**src/rtl/ppt_cmd_uart_rx.sv**
```systemverilog
// Purpose: 8N1 serial command receiver. It oversamples rx, deserialises bytes LSB-first,
//          flags framing errors and decodes slide-control bytes into command strobes.
// Latency: strobes fire 2 + CLKS_PER_BIT/2 + 9*CLKS_PER_BIT clk cycles after the start-bit edge.
// Backpressure: none. Strobes are single-cycle, and data holds the last good byte until the next one.
// Ports:
//   clk, rst (async, active-high)    clock and reset
//   ena                              receiver enable; low forces IDLE and suppresses strobes
//   rx                               serial line, idles high, asynchronous to clk
//   data                             last good byte
//   data_valid, frame_err            per-frame result strobes
//   cmd_next, cmd_prev, cmd_blank    decoded command strobes, each paired with data_valid
//   busy                             high whenever the FSM is not IDLE
module ppt_cmd_uart_rx #(
   parameter int         CLKS_PER_BIT = 16,
   parameter logic [7:0] CMD_NEXT     = 8'h4E,
   parameter logic [7:0] CMD_PREV     = 8'h50,
   parameter logic [7:0] CMD_BLANK    = 8'h42
) (
   input  logic       clk,
   input  logic       rst,
   input  logic       ena,
   input  logic       rx,
   output logic [7:0] data,
   output logic       data_valid,
   output logic       frame_err,
   output logic       cmd_next,
   output logic       cmd_prev,
   output logic       cmd_blank,
   output logic       busy
);

   localparam int            TW        = $clog2(CLKS_PER_BIT);
   localparam logic [TW-1:0] TICK_HALF = TW'(CLKS_PER_BIT / 2 - 1);
   localparam logic [TW-1:0] TICK_LAST = TW'(CLKS_PER_BIT - 1);

   typedef enum logic [2:0] {S_IDLE, S_START, S_DATA, S_STOP, S_BREAK} state_t;

   state_t        state, state_nxt;
   logic [TW-1:0] tick, tick_nxt;
   logic [2:0]    bit_idx, bit_nxt;
   logic [7:0]    shift, shift_nxt;
   logic [7:0]    data_nxt;
   logic          dv_nxt, fe_nxt, cn_nxt, cp_nxt, cb_nxt;
   logic          rx_meta, rx_s;

   always_ff @(posedge clk or posedge rst) begin
      if (rst) begin
         // Both synchroniser flops reset high so the idle line never looks like a start bit.
         rx_meta    <= 1'b1;
         rx_s       <= 1'b1;
         state      <= S_IDLE;
         tick       <= '0;
         bit_idx    <= '0;
         shift      <= '0;
         data       <= '0;
         data_valid <= 1'b0;
         frame_err  <= 1'b0;
         cmd_next   <= 1'b0;
         cmd_prev   <= 1'b0;
         cmd_blank  <= 1'b0;
      end else begin
         rx_meta    <= rx;
         rx_s       <= rx_meta;
         state      <= state_nxt;
         tick       <= tick_nxt;
         bit_idx    <= bit_nxt;
         shift      <= shift_nxt;
         data       <= data_nxt;
         data_valid <= dv_nxt;
         frame_err  <= fe_nxt;
         cmd_next   <= cn_nxt;
         cmd_prev   <= cp_nxt;
         cmd_blank  <= cb_nxt;
      end
   end

   always_comb begin
      state_nxt = state;
      tick_nxt  = tick + 1'b1;
      bit_nxt   = bit_idx;
      shift_nxt = shift;
      data_nxt  = data;
      dv_nxt    = 1'b0;
      fe_nxt    = 1'b0;
      cn_nxt    = 1'b0;
      cp_nxt    = 1'b0;
      cb_nxt    = 1'b0;

      case (state)
         S_IDLE: begin
            tick_nxt = '0;
            if (!rx_s) state_nxt = S_START;
         end
         S_START: begin
            // Re-check the line at mid start bit; a high level here was a glitch.
            if (tick == TICK_HALF) begin
               tick_nxt  = '0;
               bit_nxt   = '0;
               state_nxt = rx_s ? S_IDLE : S_DATA;
            end
         end
         S_DATA: begin
            if (tick == TICK_LAST) begin
               tick_nxt           = '0;
               shift_nxt[bit_idx] = rx_s;
               if (bit_idx == 3'd7) state_nxt = S_STOP;
               else                 bit_nxt   = bit_idx + 3'd1;
            end
         end
         S_STOP: begin
            if (tick == TICK_LAST) begin
               tick_nxt = '0;
               if (rx_s) begin
                  data_nxt  = shift;
                  dv_nxt    = 1'b1;
                  cn_nxt    = (shift == CMD_NEXT);
                  cp_nxt    = (shift == CMD_PREV);
                  cb_nxt    = (shift == CMD_BLANK);
                  state_nxt = S_IDLE;
               end else begin
                  fe_nxt    = 1'b1;
                  state_nxt = S_BREAK;
               end
            end
         end
         S_BREAK: begin
            // A line held low reports one framing error. Wait here until it returns high.
            tick_nxt = '0;
            if (rx_s) state_nxt = S_IDLE;
         end
         default: begin
            tick_nxt  = '0;
            state_nxt = S_IDLE;
         end
      endcase

      if (!ena) begin
         state_nxt = S_IDLE;
         tick_nxt  = '0;
         shift_nxt = shift;
         data_nxt  = data;
         dv_nxt    = 1'b0;
         fe_nxt    = 1'b0;
         cn_nxt    = 1'b0;
         cp_nxt    = 1'b0;
         cb_nxt    = 1'b0;
      end
   end

   assign busy = (state != S_IDLE);

endmodule

```
**config.mk**
```make
export PLATFORM = sky130hd
export DESIGN_NAME = ppt_cmd_uart_rx
export DESIGN_NICKNAME = d
export VERILOG_FILES = /design/src/rtl/ppt_cmd_uart_rx.sv
export SDC_FILE = /design/constraint.sdc
export NUM_CORES = 1
export LEC_CHECK = 0
export ABC_AREA = 1
export CORE_MARGIN = 2
export CORE_UTILIZATION = 40
export CTS_CLUSTER_DIAMETER = 60
export DETAILED_ROUTE_END_ITERATION = 10
export GPL_ROUTABILITY_DRIVEN = 0
export SYNTH_ARGS = -nofsm -noshare
export SYNTH_HDL_FRONTEND = slang
export SYNTH_SLANG_ARGS = --single-unit
```
**constraint.sdc**
```tcl
create_clock -name clk -period 1.8 [get_ports clk]
set_input_delay 0.36 -clock clk [delete_from_list [all_inputs] [get_ports clk]]
set_output_delay 0.36 -clock clk [all_outputs]
set_load 0.02 [all_outputs]
```
* Yosys cells after proc, flatten, opt, wreduce, memory -nomap -nowiden
Cells that the tools add are included.
** Storage, ports and cells
- Register bits after elaboration :: 33
- Word-level logic and storage cells :: 85
- Input bits :: 4
- Output and inout bits :: 14
** Operators by class
- Muxes and demuxes :: 41
- Reduce and logical (&&, ||, !) cells :: 9
- Equal/unequal tests :: 19
- Add/subtract/negate cells :: 2
- Order comparisons :: 2
** Operators by type and width (number)
- $mux 3 :: 11
- $eq 8x7->1 const B :: 3
- $mux 1 :: 21
- $ne 3x3->1 const B :: 6
- $pmux 3 s5 :: 1
- $mux 4 :: 3
- $bwmux 8 :: 1
- $pmux 4 s2 :: 1
- $reduce_and 4->1 :: 2
- $eq 3x2->1 const B :: 2
- $eq 3x3->1 const B :: 2
- $ne 2x2->1 const B :: 3
- $pmux 3 s2 :: 1
- $reduce_and 6->1 :: 1
- $add 4x1->4 const B :: 1
- $eq 4x3->1 const B :: 1
- $eq 4x4->1 const B :: 1
- $lt 3x4->1 const B :: 1
- $add 3x1->3 const B :: 1
- $demux 1 s3 :: 1
- $eq 3x1->1 const B :: 1
- $ge 3x1->1 const B :: 1
- $logic_not 3->1 :: 1
- $reduce_and 3->1 :: 1
- other kinds (5) :: 5

* Depth between registers and ports, before layout
Gate-level depths: netlist of the first run.
- Depth after elaboration :: 5
- Depth in mapped cells :: 9
- Gate-level depth less buffers :: 9

* Worst setup path before layout of the first run
No wires, ideal clock.
- Path type :: register -> register
- Start point :: reg tick[0]
- End point :: reg shift[0]
- Clock period less this slack :: 1.342 ns
- Stages on the path, launching flop included :: 7
- Path buffers :: 0
- Path slack :: 0.458 ns
- Data arrival time :: 1.217 ns
- Library setup time :: 0.126 ns
- Cell sequence :: dfrtp_1 ha_1 nand3_4 nor3_4 nand3_1 nand2_1 o21ai_1
** Between the ends
- Word-level cells in the longest chain between the ends :: 2
** RTL lines
- start: declaration :: line 39 : logic [TW-1:0] tick, tick_nxt;
- start signal: assignment :: line 65 : tick <= tick_nxt;
- $eq 4x4->1 :: line 103 : if (tick == TICK_LAST) begin
- $reduce_and 3->1 (no line)
- end signal: assignment :: line 67 : shift <= shift_nxt;
- end: declaration :: line 41 : logic [7:0] shift, shift_nxt;
No other way between the ends.
A chain may end at the register's enable or synchronous reset.

* Worst setup path in the final report of the first run
- Start point :: reg state[1]
- End point :: out busy
** Between the ends
- Word-level cells in the longest chain between the ends :: 1
** RTL lines
- start: declaration :: line 38 : state_t state, state_nxt;
- start signal: assignment :: line 64 : state <= state_nxt;
- $reduce_bool 3->1 :: line 150 : assign busy = (state != S_IDLE);
- end: declaration :: line 29 : output logic busy
No other way between the ends.

==> results of run 1 <==
## layout by cell type, fill, tap and decap left out, drive strengths merged
| cell | instances |
|---|---|
| nand2 | 49 |
| dfrtp | 31 |
| inv | 25 |
| nand3 | 24 |
| nor2 | 19 |
| o21ai | 16 |
| clkdlybuf4s50 | 16 |
| clkbuf | 7 |
| nor3 | 7 |
| buf | 4 |
| ha | 3 |
| nand4 | 2 |
| dfstp | 2 |
| xnor2 | 1 |
| nor4 | 1 |
| xor2 | 1 |
| o22ai | 1 |
| dlygate4sd2 | 1 |
## worst register-to-register path, cell delays in order, from the launching register on
cell and delay (ns):
sky130_fd_sc_hd__dfrtp_1 0.36, sky130_fd_sc_hd__ha_1 0.25, sky130_fd_sc_hd__nand3_4 0.15, sky130_fd_sc_hd__nor3_4 0.31, sky130_fd_sc_hd__nand3_1 0.17, sky130_fd_sc_hd__nand2_1 0.10
sky130_fd_sc_hd__o21ai_1 0.06
## report_power, final
| group | internal, µW | total (µW) | switching, µW |
|---|---|---|---|
| clock | 303 | 542 | 239 |
| sequential | 789 | 857 | 67.8 |
| combinational | 159 | 454 | 295 |
| total | 1250 | 1850 | 602 |
## how the worst max path moves through the flow
stage                     endpoint  startpoint  cells past startpoint
final                         busy    state[1]                      3
after global routing          busy    state[1]                      3
after CTS                     busy    state[1]                      3
after detailed placement  shift[1]         ena                      6
after global placement    cmd_next         ena                      7
after floorplan           shift[0]     tick[0]                      6
## state kept, by name, summed over array words and instances (netlist names)
register    flops
rx_s            1
tick            4
rx_meta         1
cmd_blank       1
bit_idx         3
cmd_prev        1
cmd_next        1
data_valid      1
data            8
shift           8
frame_err       1
state           3
## cell type report
type	count	area (µm²)
Tap cell	48	60.1
Timing Repair Buffer	21	199
Sequential cell	33	830
Fill cell	366	1800
Multi-Input combinational cell	124	624
Inverter	25	93.8
Clock buffer	7	86.3
## per-layer routing
metal / part of all wire, % / GRT usage [%]
met3: 4.1 / 4.09
met2: 47 / 23.5
met5: 0 / 0
met4: 1.9 / 7.65
met1: 47 / 19.8
## cells by family after synthesis
family / count (synthesis) / share of synthesized area (%)
compound gates: 17 / 5.56
xor+xnor: 2 / 1.13
simple gates: 102 / 31.1
flops: 33 / 53.3
buf+inv: 26 / 6.52
fa+ha+maj: 3 / 2.42
## through the flow
step	power [µW]	hold slack, ns
6_report	1850	0.356
5_1_grt	1980	0.358
4_1_cts	1880	0.357
3_5_place_dp	1340	0.348
3_3_place_gp	1330	0.346
2_1_floorplan	1190	0.345
## timing repair
action	CTS	global route
endpoints found under the setup margin	1	0
hold buffers	0	0
gates resized for setup	2	0
buffers inserted	0	0
==> results.txt, run 1 <==
The longest individual stage delay on the worst path came out at 0.46 ns. The vertical extent of the die is 66.3 µm. The average cell area after synthesis is 8.49 µm². Yosys attributes the largest share of cell area to sky130_fd_sc_hd__dfrtp_1 50%, sky130_fd_sc_hd__nand2_1 12%, sky130_fd_sc_hd__nand3_1 6.4%, sky130_fd_sc_hd__o21ai_1 5.2%, sky130_fd_sc_hd__inv_1 4.6%. The worst hold path belongs to the class flop to flop. The cell total after placement is between 200 and 300.

The worst setup path is launched from a flop. The remaining global-route overflow is 0. The final instance area is 1890 µm². For this design, the slowest cell found on the critical path is sky130_fd_sc_hd__dfrtp_2. The count of synthesis-stage warnings from yosys is 0. The sequential cell area fraction in the yosys report came out at about 53%.

The routed length per placed instance is approximately 11 µm. The area of the placeable core is approximately 3700 µm². In this run the tightest slew margin relative to its limit is 73.0%. The flow ran to the end, and the final reports show no timing, DRC or antenna violations.

Static timing analysis puts the maximum clock frequency at a little over 0.6 GHz. The worst hold path begins at rx_meta. The number of enable flip-flop cells after synthesis came out at 0. TritonCTS built the clock tree. The final period utilization is 89.6%. The post-synth design cell area came out at about 1600 µm². The via count of the first global-routing pass came to 1162. VDD sags by at most about 0.5 mV. The endpoint required time on the critical path came out at 1.44 ns. Once layout is complete, the utilization of the core stands at 51.3%. The filler-free cell count of the finished design came out at roughly 260.

The first global-routing pass estimated between 5000 and 6000 µm of wire. The setup TNS came out at 0 ns. The origin of the critical flop-to-flop path is tick[0]. After synthesis, the most frequently instantiated cells are 48 x sky130_fd_sc_hd__nand2_1, 31 x sky130_fd_sc_hd__dfrtp_1, 20 x sky130_fd_sc_hd__nand3_1.

The detailed-routing iteration count for the pre-antenna-repair pass came out at 4. The flop and latch count out of synthesis came out at 33. The clock skew is around 0.0030 ns.

The fraction of post-synthesis cell area in the top cell type by area is between 40% and 50%. Counting along the longest clock path gives a buffer depth of 2. The number of placement rows came out at 22. The critical path goes through nor2_1, nand2_1, dlygate4sd2_1. The data arrival at the endpoint of the critical path is between 1 and 1.5 ns.

The number of antenna violations at the first check in global routing came to 0. The number of DRC violations after detailed-routing iteration 0 came out at 57. The total power per unit cell area is 979 nW/µm².

The number of nets in the synthesized netlist is 190. The CTS buffer count came out at 5. The clock transition at the registers of the reported paths is around 0.060 ns. The post-route worst setup slack came out at 0.186 ns. The number of cells on the worst reg-to-reg path is 6. The worst hold path terminates at rx_s. The total wire length after detailed routing came out at 2820 µm. Prior to clock tree synthesis, the placed netlist has a worst setup slack of 0.0645 ns. The maximum fanout along the worst path is 5. The layout overhead on the synthesized area is 21.8%.

Global routing consumed, over all layers together, between 15 and 20% of the routing resources. In this run the critical register-to-register path is captured at shift[1]. The max-slew violation count came out at 0. The count of nets left with antenna violations once routing finished came out at 0. For this design the static power due to leakage is 0.000894 µW. The worst setup path is of the flop to output port kind. The final number of hold-violating endpoints came to 0.

The number of standard cells after synthesis came out at 183. In this run the count of I/O pins placed on the die edge is 18. The number of max-capacitance violations reported came out at 0. Dividing the detail-routed via count by the number of cells gives 4.83.

Counting distinct cell types in the post-synthesis netlist gives 22. The die extent in x is 66.3 µm. By instance count, the leading cell after synthesis is sky130_fd_sc_hd__nand2_1.

The largest total area in the synthesized netlist belongs to sky130_fd_sc_hd__dfrtp_1. The net count of the finished layout is 217. The number of buffers and inverters on the critical path is 1. The cell depth of the worst hold path is 0.

For the pin with the worst max-slew slack, the measured transition is 0.405 ns. The number of antenna diodes in the final layout is 0. The clock period minus final worst setup slack came out at ~1.6 ns. The kind of cell with the highest combined delay on the critical path is flip-flops. The area after detailed placement came out at 1810 µm². The remaining design rule violation count came out at 0.

The initial core utilization is ~42%. The placed wire-length estimate after detailed placement is 2120 µm. Entering global routing, the biggest net connects 34 pins.

Setup violations remaining at the end of the flow were counted as 0. The total number of vias is 1247. The H-tree depth reported by CTS came out at 2. Clock tree synthesis selected as its root buffer the cell sky130_fd_sc_hd__clkbuf_8.

Clock latency on the worst-skew pair, taken at its later pin, is 0.28 ns. The worst setup path is captured at an output port. For flop-to-flop paths, the worst setup slack is about 0.29 ns. The floorplan step defined a die boundary enclosing 4400 µm².

Setup repair after global routing left no endpoint under its margin. The count of clock tree sinks is 33. For this run, the leading register cell type out of synthesis is sky130_fd_sc_hd__dfrtp_1. The share of final-layout standard cells stronger than drive strength 1 came out at 13.3%. The post-synthesis async set-or-reset flop share is 100%.

The number of buffers added on ports is 17.
(Power assumes the default switching activity.)
==> inputs of run 2 (changes only) <==
--- a/config.mk
+++ b/config.mk
@@ -11,6 +11,7 @@
 export CTS_CLUSTER_DIAMETER = 60
 export DETAILED_ROUTE_END_ITERATION = 10
 export GPL_ROUTABILITY_DRIVEN = 0
+export SKIP_LAST_GASP = 1
 export SYNTH_ARGS = -nofsm -noshare
 export SYNTH_HDL_FRONTEND = slang
 export SYNTH_SLANG_ARGS = --single-unit
==> results of run 2 <==
No change in the layout: final DEF, timing and power equal those of run 1.
